## src/rtl/digiota_pkg.sv

```systemverilog
// rtl/digiota_pkg.sv - shared state type and default sizing for the OTA scan controller
package digiota_pkg;

    typedef enum logic [1:0] {
        ST_IDLE,
        ST_SETTLE,
        ST_SAMPLE,
        ST_REPORT
    } scan_state_t;

    localparam int DEF_NCH    = 4;
    localparam int DEF_SETTLE = 3;
    localparam int DEF_NSAMP  = 5;

endpackage

```

## src/rtl/digiota_sync2.sv

```systemverilog
// rtl/digiota_sync2.sv - two-flop synchronizer for a single asynchronous input
module digiota_sync2 (
    input  logic clk,
    input  logic rst,
    input  logic d,
    output logic q
);

    logic meta;

    always_ff @(posedge clk or posedge rst) begin
        if (rst) begin
            meta <= 1'b0;
            q    <= 1'b0;
        end else begin
            meta <= d;
            q    <= meta;
        end
    end

endmodule

```

## src/rtl/digiota_scan_ctrl.sv

```systemverilog
// rtl/digiota_scan_ctrl.sv - channel sweep, settle, sample and majority-vote sequencer for the shared OTA
module digiota_scan_ctrl
    import digiota_pkg::*;
#(
    parameter int NCH    = DEF_NCH,
    parameter int SETTLE = DEF_SETTLE,
    parameter int NSAMP  = DEF_NSAMP
) (
    input  logic                   clk,
    input  logic                   rst,
    input  logic                   start,
    input  logic                   cont,
    input  logic [NCH-1:0]         ch_mask,
    input  logic                   ota_out,
    output logic [$clog2(NCH)-1:0] ota_sel,
    output logic                   ota_en,
    output logic                   res_valid,
    input  logic                   res_ready,
    output logic [$clog2(NCH)-1:0] res_ch,
    output logic                   res_bit,
    output logic [3:0]             res_ones,
    output logic                   busy
);

    localparam int CW = $clog2(NCH);
    localparam int SW = $clog2(SETTLE + 1);
    localparam logic [SW-1:0] SETTLE_LAST = SW'(SETTLE - 1);
    localparam logic [3:0]    SAMP_LAST   = 4'(NSAMP - 1);
    localparam logic [3:0]    MAJ         = 4'((NSAMP + 1) / 2);

    scan_state_t   state, state_n;
    logic [CW-1:0]  cur, cur_n;
    logic [NCH-1:0] mask_q, mask_n;
    logic [NCH-1:0] above;
    logic [SW-1:0]  settle_cnt;
    logic [3:0]     samp_cnt;
    logic [3:0]     ones;
    logic           enter_settle;
    logic           ota_sync;

    function automatic logic [CW-1:0] lowest_bit(input logic [NCH-1:0] m);
        lowest_bit = '0;
        for (int i = NCH - 1; i >= 0; i--) begin
            if (m[i]) lowest_bit = CW'(i);
        end
    endfunction

    digiota_sync2 u_sync (
        .clk (clk),
        .rst (rst),
        .d   (ota_out),
        .q   (ota_sync)
    );

    // Channels still pending in this sweep: the latched mask above the current channel.
    always_comb begin
        above = '0;
        for (int i = 0; i < NCH; i++) begin
            above[i] = mask_q[i] && (i > int'(cur));
        end
    end

    always_comb begin
        state_n      = state;
        cur_n        = cur;
        mask_n       = mask_q;
        enter_settle = 1'b0;
        case (state)
            ST_IDLE: begin
                if (start && (|ch_mask)) begin
                    mask_n       = ch_mask;
                    cur_n        = lowest_bit(ch_mask);
                    state_n      = ST_SETTLE;
                    enter_settle = 1'b1;
                end
            end
            ST_SETTLE: begin
                if (settle_cnt == SETTLE_LAST) state_n = ST_SAMPLE;
            end
            ST_SAMPLE: begin
                if (samp_cnt == SAMP_LAST) state_n = ST_REPORT;
            end
            ST_REPORT: begin
                if (res_ready) begin
                    if (|above) begin
                        cur_n        = lowest_bit(above);
                        state_n      = ST_SETTLE;
                        enter_settle = 1'b1;
                    end else if (cont && (|ch_mask)) begin
                        mask_n       = ch_mask;
                        cur_n        = lowest_bit(ch_mask);
                        state_n      = ST_SETTLE;
                        enter_settle = 1'b1;
                    end else begin
                        if (cont) mask_n = ch_mask;
                        state_n = ST_IDLE;
                    end
                end
            end
            default: state_n = ST_IDLE;
        endcase
    end

    always_ff @(posedge clk or posedge rst) begin
        if (rst) begin
            state      <= ST_IDLE;
            cur        <= '0;
            mask_q     <= '0;
            settle_cnt <= '0;
            samp_cnt   <= '0;
            ones       <= '0;
        end else begin
            state  <= state_n;
            cur    <= cur_n;
            mask_q <= mask_n;

            if (enter_settle) begin
                settle_cnt <= '0;
                ones       <= '0;
            end else if (state == ST_SETTLE) begin
                settle_cnt <= settle_cnt + 1'b1;
            end else if (state == ST_SAMPLE) begin
                ones <= ones + {3'b000, ota_sync};
            end

            if (state == ST_SAMPLE) samp_cnt <= samp_cnt + 1'b1;
            else                    samp_cnt <= '0;
        end
    end

    // Result fields read zero outside REPORT so the consumer never sees a partial count.
    assign busy      = (state != ST_IDLE);
    assign ota_en    = (state == ST_SETTLE) || (state == ST_SAMPLE);
    assign ota_sel   = busy ? cur : '0;
    assign res_valid = (state == ST_REPORT);
    assign res_ch    = res_valid ? cur : '0;
    assign res_ones  = res_valid ? ones : 4'd0;
    assign res_bit   = res_valid && (ones >= MAJ);

endmodule

```

## config.mk

```make
export PLATFORM = sky130hd
export DESIGN_NAME = digiota_scan_ctrl
export DESIGN_NICKNAME = d
export VERILOG_FILES = /design/src/rtl/digiota_pkg.sv /design/src/rtl/digiota_sync2.sv /design/src/rtl/digiota_scan_ctrl.sv
export SDC_FILE = /design/constraint.sdc
export NUM_CORES = 1
export LEC_CHECK = 0
export CORE_MARGIN = 5
export CORE_UTILIZATION = 38
export CTS_CLUSTER_SIZE = 20
export DETAILED_ROUTE_END_ITERATION = 8
export PLACE_DENSITY = 0.75
export SKIP_CTS_REPAIR_TIMING = 1
export SYNTH_ARGS = -nofsm -noshare
export SYNTH_HDL_FRONTEND = slang
export SYNTH_HIERARCHICAL = 1
export SYNTH_SLANG_ARGS = --single-unit
```

## constraint.sdc

```tcl
create_clock -name clk -period 1.8 [get_ports clk]
set_input_delay 0.54 -clock clk [delete_from_list [all_inputs] [get_ports clk]]
set_output_delay 0.54 -clock clk [all_outputs]
set_load 0.02 [all_outputs]
```

After elaboration in Yosys (flattened, before gate mapping):

Cells that the tools add are included.

* input bits: 10
* logic and storage cells: 85
* output and inout bits: 12
* register bits: 20

* add/sub/neg operators: 3
* reductions and logical operators: 18
* $lt $le $gt $ge: 4
* equality and inequality tests: 13
* multiplexer cells: 39

Operators by type and width (count)
* two-way mux 4 bit: 10
* two-way mux 2 bit: 19
* != test 2 bit, second input constant: 5
* case mux 2 bit (4 select lines): 1
* case mux 4 bit (2 select lines): 1
* AND reduction 4 bit: 2
* nonzero test 2 bit: 4
* equality test 2 bit, second input constant: 3
* logical AND 1 bit: 6
* two-way mux 1 bit: 6
* AND reduction 5 bit: 1
* adder 4 x 1 -> 4 bit: 1
* adder 4 x 1 -> 4 bit, second input constant: 1
* equality test 4 x 3 -> 1 bit, second input constant: 1
* >= comparator 4 x 2 -> 1 bit, second input constant: 1
* greater-than comparator 2 bit, first input constant: 2
* case mux 2 bit (2 select lines): 1
* OR reduction 4 bit: 1
* != test 3 x 1 -> 1 bit, second input constant: 1
* != test 3 x 2 -> 1 bit, second input constant: 1
* OR reduction 3 bit: 1
* adder 2 x 1 -> 2 bit, second input constant: 1
* equality test 2 x 1 -> 1 bit, second input constant: 1
* greater-than comparator 1 x 2 -> 1 bit, first input constant: 1
* other kinds (5): 5

Logic depth before layout (Yosys ltp):

* depth after elaboration: 8
* mapped depth: 7
* depth with buffers taken out: 7

Hierarchy:

The synthesis kept the hierarchy.

By module, submodules not included
* digiota_scan_ctrl: sequential area each 425.4 um^2, cells each 121, area an instance 1128.6 um^2, times used 1
* digiota_sync2: sequential area each 50.0 um^2, cells each 3, area an instance 53.8 um^2, times used 1

Worst setup path before layout:

Ideal clock, no wire load.

* path type: input -> register
* start point: in ch_mask[1]
* end point: reg cur[0]
* stages on the path: 5
* setup time: 128 ps
* data arrival time: 1839 ps
* data required time: 1672 ps
* buffers on the path: 0
* slack: -167 ps
* cell sequence: or4_4 and2_4 o31ai_1 a21boi_1 mux2_1

* cells in the longest elaborated chain, start to end: 6
* elaborated cells on any way between the ends: 13
* classes of those cells: 2 x eq/ne; 7 x mux; 4 x reduce/logical

Ends and longest elaborated chain
* from (decl): RTL line digiota_scan_ctrl.sv:13 `input logic [NCH-1:0] ch_mask,`
* two-way mux 2 bit (2 in a row): RTL line digiota_scan_ctrl.sv:44 `if (m[i]) lowest_bit = CW'(i);`
* two-way mux 2 bit: RTL line digiota_scan_ctrl.sv:89 `end else if (cont && (|ch_mask)) begin`
* two-way mux 2 bit: RTL line digiota_scan_ctrl.sv:85 `if (|above) begin`
* two-way mux 2 bit: RTL line digiota_scan_ctrl.sv:84 `if (res_ready) begin`
* case mux 2 bit (2 select lines): RTL line digiota_scan_ctrl.sv:68 `case (state)`
* to (signal assigned): RTL line digiota_scan_ctrl.sv:114 `cur <= cur_n;`
* to (decl): RTL line digiota_scan_ctrl.sv:32 `logic [CW-1:0] cur, cur_n;`

Several ways; a longest one is shown, not always the timed one. The select of a mux whose other input is x is not followed.
A chain may end at the register's enable or synchronous reset.

Worst setup path in the final report:

* start point: in ch_mask[2]
* end point: reg state[0]

* cells in the longest elaborated chain, start to end: 6
* elaborated cells on any way between the ends: 9
* classes of those cells: 1 x eq/ne; 4 x mux; 4 x reduce/logical

Ends and longest elaborated chain
* OR reduction 4 bit *: RTL line digiota_scan_ctrl.sv:70, digiota_scan_ctrl.sv:89
* logical AND 1 bit: RTL line digiota_scan_ctrl.sv:89
* two-way mux 1 bit: RTL line digiota_scan_ctrl.sv:89
* two-way mux 1 bit: RTL line digiota_scan_ctrl.sv:85
* two-way mux 2 bit: RTL line digiota_scan_ctrl.sv:84
* case mux 2 bit (4 select lines): RTL line digiota_scan_ctrl.sv:68
* to (signal assigned): RTL line digiota_scan_ctrl.sv:113 `state <= state_n;`
* to (decl): RTL line digiota_scan_ctrl.sv:31 `scan_state_t state, state_n;`

Mark *: on every way between the ends. The rest lies on a longest branch, timed or not. The select of a mux whose other input is x is not followed.

==> key figures <==
Setup path
  • Critical path arrival: between 2 and 2.5 ns
  • Worst EP required: 1.99 ns
  • Crit path max fanout: 3
  • Crit path kind: in2reg
  • Crit path launch type: input port
  • Kind of end point of the critical path: flip-flop
  • Peak per-stage delay on the critical path: approximately 0.54 ns
  • Crit path cell chain: buf_6 > or4_4 > and2_4 > or3_4 > a211oi_2 > o21ai_1
  • CP max stage cell: or4_4

Synth
  • Syn Inst Count: 124
  • Synth unique cells: 36
  • Mux cell area share after synthesis: about 5.6%
  • Ys flop type: dfrtp_1
  • Largest family of logic cells by synthesized area: simple AND/OR/NAND/NOR gates
  • Syn Std Cell Area: ~1200 um2
  • #FFs+latches synth: 19
  • Post-synthesis simple-gate area fraction: 19.0%
  • Syn Area/Cell: approximately 9.5 um2
  • Warnings, synthesis: 6
  • Asr flop ratio synth: 100%
  • Largest area contributor in the netlist: dfrtp_1
  • Most numerous cell in the Yosys netlist: dfrtp_1
  • Area share of fa/ha/maj cells after synthesis: around a tenth
  • Net Count, Synth: 143
  • Sequential-to-total area share from yosys stat: between 40% and 50%
  • Top cell type's share of synthesized area: between 40% and 50%
  • XOR/XNOR share of the synthesized area: 2.22%
  • Post-synthesis compound-gate area fraction: 18.3%
  • Number of synthesized flops with an enable pin: 0
  • Most frequent cells after synthesis: dfrtp_1, inv_1, nor2_1
  • Top cells by area, synth: dfrtp_1, ha_1, and2_1

Global route
  • Vias in the first global route: 1087
  • Overall Global Routing Usage: about an eighth
  • Initial antenna violation count: 0
  • First-pass GRT wire length: 4510 um
  • Grt total ovfl: 0
  • Largest net degree at the start of global routing: 18

STA
  • Setup Skew: 0.00304 ns
  • WHS: 0.360 ns
  • RSZ-0062 raised after global routing: yes
  • Worst relative slew slack: between 70% and 80%
  • Worst-margin pin slew: roughly 0.35 ns
  • Final period utilization: 102%
  • Final setup fails: 3
  • Final hold violation count: 0
  • Min Tclk post-route: between 1.5 and 2 ns
  • Final worst slack: -0.0278 ns
  • Final Max Slew Viols: 0
  • Fmax: around 0.55 GHz

Clock network
  • Root Driver: clkbuf_4
  • TritonCTS clock tree: done
  • CTS clock-pin slew for the worst setup and hold paths: 0.11 ns
  • Clk sink count: 19
  • Worst-Skew Late Latency: roughly 0.3 ns
  • CTS Buf Count: 3
  • Clock Path Buffers: 2
  • H-tree depth: 1

Outcome
  • Violated checks: setup timing
  • Outcome: finished, violations left

Place
  • Placed Cells: 210
  • Input/output buffers: 21
  • RePlAce Congestion: between 0.8 and 0.9
  • Post-DP HPWL: roughly 2200 um

Route
  • Post-route ant nets: 0
  • Via density: roughly 5
  • Router iterations before antenna repair: 4
  • Via Count: between 1000 and 1500
  • Final routed DRC violation total: 0
  • Wire per inst: between 10 and 15 um
  • Iter 0 DRT Violations: 34
  • Routed WL: between 2000 and 3000 um

Finish
  • Area Overhead vs Synth: 47.0%
  • Final Non-Filler Cells: ~220
  • Total inserted antenna cells: 0
  • Fraction of layout cells with a size suffix above 1: ~41%
  • Total Nets Final: approximately 190
  • Fillcell total: 260

Floorplanning
  • Initial Utilization: 39.0%
  • Die width: about 66 um
  • Io pins: 22
  • Core area: 3030 um2
  • Row cnt: 20
  • Die ar.: ~4300 um2
  • Die height: 65.8 um

Pwr
  • Leak: 0.824 nW
  • VDD IR max: between 0.5 and 0.6 mV
  • Power density over cell area: about 1800 nW/um2

Flow run
  • Max Cap Viol: 0

Worst hold path
  • Min-Delay Path Class: reg2reg
## critical path, delay by kind of cell
kind / cells / cell delay (ns)
buf+inv: 1 / 0.09
simple gates: 3 / 1.08
compound gates: 2 / 0.31
## cells in the final DEF (no fill, tap or decap), drive strengths merged, types with 2 or more instances in the layout
cell and instances:
a211oi 3, a21oi 10, a31o 2, and2 11, buf 39, clkbuf 7
clkdlybuf4s50 5, dfrtp 19, ha 9, inv 13, mux2 5, nand2 3
nand3 2, nand3b 2, nand4 2, nor2 12, nor2b 5, o21ai 4
o22ai 2, o31ai 2, xnor2 2
## flip-flops by register name, indices dropped and copies added (netlist names)
name         count
ones             4
samp_cnt         4
mask_q           3
cur              2
settle_cnt       2
state            2
u_sync/meta      1
u_sync/q         1
## per-stage QoR
stage / area (um2) / total power, W / worst slack, ns / TNS (ns) / util (%)
global placement: 1620 / 0.00254 / -0.615 / -8.12 / 53.3
global route: 1740 / 0.00334 / -0.0520 / -0.504 / 57.4
finish: 1740 / 0.00310 / -0.0278 / -0.0411 / 57.4
detailed placement: 1620 / 0.00261 / -0.642 / -9.00 / 53.3
floorplan: 1180 / 0.00183 / -0.133 / -0.321 / -
CTS: 1640 / 0.00284 / -0.580 / -9.02 / 54.2
## report_power, final
group / switching [W] / leakage [nW] / internal (W)
sequential: 0.000156 / 0.234 / 0.000600
combinational: 0.00101 / 0.575 / 0.00111
clock: 0.000135 / 0.0150 / 0.0000865
## area by class of cell
class                      count  area [um2]  share of cell area [%]
clock buffer                   4        26.3                    1.51
inverter                      14        52.6                    3.02
multi-input combinational     89         711                    40.9
sequential                    19         478                    27.5
tap                           44        55.1                    3.17
timing repair buffer          48         415                    23.9
## kinds of logic after synthesis
family	after synthesis
flops	19
xor+xnor	3
buf+inv	16
simple gates	40
fa+ha+maj	9
mux	6
compound gates	31
## routing by layer
metal	up-vias	wire length [um]	track usage (%)
met4	0	25	3.89
met2	20	1430	24.3
li1	533	-	-
met5	-	0	0
met3	4	125	2.89
met1	528	1230	15.5
## worst paths after layout
check / startpoint / to / slack, ns / cells after the start
worst max register to register: state[1] / state[0] / 0.02 / 7
worst min-delay path: u_sync/meta / u_sync/q / 0.36 / 0
max in group asynchronous: rst / state[0] / 1.04 / 3
worst max-delay path: ch_mask[2] / state[0] / -0.03 / 6
min in group asynchronous: rst / u_sync/meta / 0.39 / 2
worst min register to register: u_sync/meta / u_sync/q / 0.36 / 0
Power figures use the tool's default switching activity.
==> edit: new RTL, config.mk and constraints unchanged <==
`DEF_SETTLE`: 3 -> 6.
--- a/src/rtl/digiota_pkg.sv
+++ b/src/rtl/digiota_pkg.sv
@@ -9,7 +9,7 @@
     } scan_state_t;
 
     localparam int DEF_NCH    = 4;
-    localparam int DEF_SETTLE = 3;
+    localparam int DEF_SETTLE = 6;
     localparam int DEF_NSAMP  = 5;
 
 endpackage
Formal check against the unedited RTL: not equivalent (Yosys sat finds a counterexample within 10 cycles, from zero or initial values and one cycle with rst high).
==> edit against the original RTL <==
Cell area up 7.6%. The flow still finishes with violations (setup timing). Wire length up 15%. Maximum frequency down 4.1%. Power up 10%. Area after synthesis up 5.6%. Sequential cell count up 1. Utilization up 2.9 points. Register-to-register slack worse by 0.05 ns. Worst setup slack worse by 0.079 ns.
==> edit: results (changes against the original RTL) <==
Final layout
  • Fillcell total: 275 (+5.8%)
  • Ant diodes: 0 (unchanged)
  • Nets: 200 (+3.1%)
  • Biggest regs: ones x4, samp_cnt x4
  • Area taken by flip-flops and latches: 503.0 µm² (+5.2%)
  • Inverters: 13 (-1)
  • Layout cells sized above 1: 0.3855 (-0.02832)
  • Clock buf/inv share: 0.02809 (+0.01297)
  • Multi-input gate area: 768.2 µm² (+8.1%)
  • Non-clk buf share: 0.2355 (-0.003568)
  • Count of multi-input gates: 94 (+5.6%)

STA
  • Slew margin rel.: 0.7525 (-0.01684)
  • PnR worst setup slack: -0.1065 ns (-0.07866 ns)
  • Fin Setup TNS: -0.4785 ns (-0.4374 ns)
  • Final setup fails: 13 (+10)
  • Clock Skews: 0.002495 ns (-0.0005404 ns)

Power
  • P_leak: 0.9194 nW (+12%)
  • Maximum vdd ir drop: 0.8116 mV (+44%)
  • Pwr dens: 1825 nW/µm² (+2.4%)

Placement
  • Post-Place Cells: 218 (+3.8%)
  • Detail Placement HPWL: 2.283 mm (+6.0%)
  • GPL Wtd Cong: 0.9507 (+11%)

Worst setup path
  • Maximum fanout along the worst path: 6 (+3)
  • R2R depth: 8 (+1)
  • CP arrival: 1.37 ns (-0.65 ns)
  • Worst R2R Setup Slack: -0.03 ns (-0.05 ns)
  • FF-to-FF Start: state[0]

Route
  • Via count: 1,128 (+4.0%)
  • Routed len/inst: 14.54 µm (+13%)
  • DRT iter0 DRCs: 55 (+62%)
  • Drt total wl: 3.242 mm (+15%)

Synthesis
  • Post-Synth Adder-Cell Area: 0.1002 (+0.004962)
  • Xor and xnor area share after synthesis: 0.02806 (+0.005834)
  • Post-synth top cells: 20 x dfrtp_1, 13 x inv_1, 11 x nor2_1
  • Synth area leaders: dfrtp_1 40%, ha_1 10%, and2_1 4.5%, nor2b_1 4.0%, inv_1 3.9%
  • Post-synthesis cell count: 130 (+4.8%)
  • Flops & latches, synth: 20 (+1)
  • Yosys cell types: 36 (unchanged)
  • Seq/Total Area, Yosys: 0.4008 (-0.001315)
  • Post-synthesis mux area share: 0.05611 (about the same)
  • Post-synthesis compound-gate area fraction: 0.1663 (-0.01674)
  • Syn Nets: 150 (+4.9%)

Outcome
  • Status: finished with violations
  • Failing checks: setup timing

Global route
  • First-pass GRT wire length: 5.147 mm (+14%)
  • Number of global-route vias before repair: 1,169 (+7.5%)
  • Largest net degree at the start of global routing: 19 (+1)
  • All-Layer GR Usage: 0.1472 (+0.01377)

Worst hold path
  • Hold path depth: 0 (unchanged)
[edit: cell count changes after synthesis, moves of 2 or more]
cell,change
a31oi_1,+3
nand2_1,+2
a21oi_1,-4
mux2_1,-2
nor2b_1,+3
[edit: cell families (layout without fill, tap and decap cells)]
kind of cell	Yosys count	in the layout
adder cells (fa/ha/maj)	10	10
multiplexers	6	6
AO/OA/AOI/OAI	30	30
flip-flops	20	20
AND/OR/NAND/NOR	44	44
XOR/XNOR	4	4
buffers and inverters	16	65
[edit: power breakdown]
part	internal [mW]	switching, mW	total, mW
sequential	0.632	0.164	0.795
combinational	1.16	1.08	2.24
clock	0.225	0.152	0.377
total	2.02	1.40	3.41
[edit: routing by layer]
metal,up-vias,part of all wire,track usage
met5,-,0,0
met4,0,0.011,0.04304
met3,6,0.045,0.04493
met2,29,0.51,0.2552
met1,544,0.43,0.1744
li1,549,-,-
[edit: worst max-delay path by stage]
| stage | from | to | cells past startpoint |
|---|---|---|---|
| final | state[0] | res_ones[0] | 4 |
| after global routing | state[0] | state[0] | 8 |
| after CTS | state[0] | res_bit | 4 |
| after detailed placement | ch_mask[1] | cur[0] | 6 |
| after global placement | ch_mask[1] | cur[0] | 6 |
| after floorplan | ch_mask[1] | cur[0] | 5 |
[edit: through the flow]
stage	hold slack, ns	setup slack [ns]
2_1_floorplan	0.2812	-0.01576
3_3_place_gp	0.3449	-0.5016
3_5_place_dp	0.3426	-0.5396
4_1_cts	0.3795	-0.5963
5_1_grt	0.3819	-0.1620
6_report	0.3710	-0.1065
[edit: critical path, stage by stage, from the launching register on]
cell and delay [ns]:
dfrtp_2 0.47, ha_4 0.20, buf_6 0.14, and2_4 0.13, buf_6 0.12
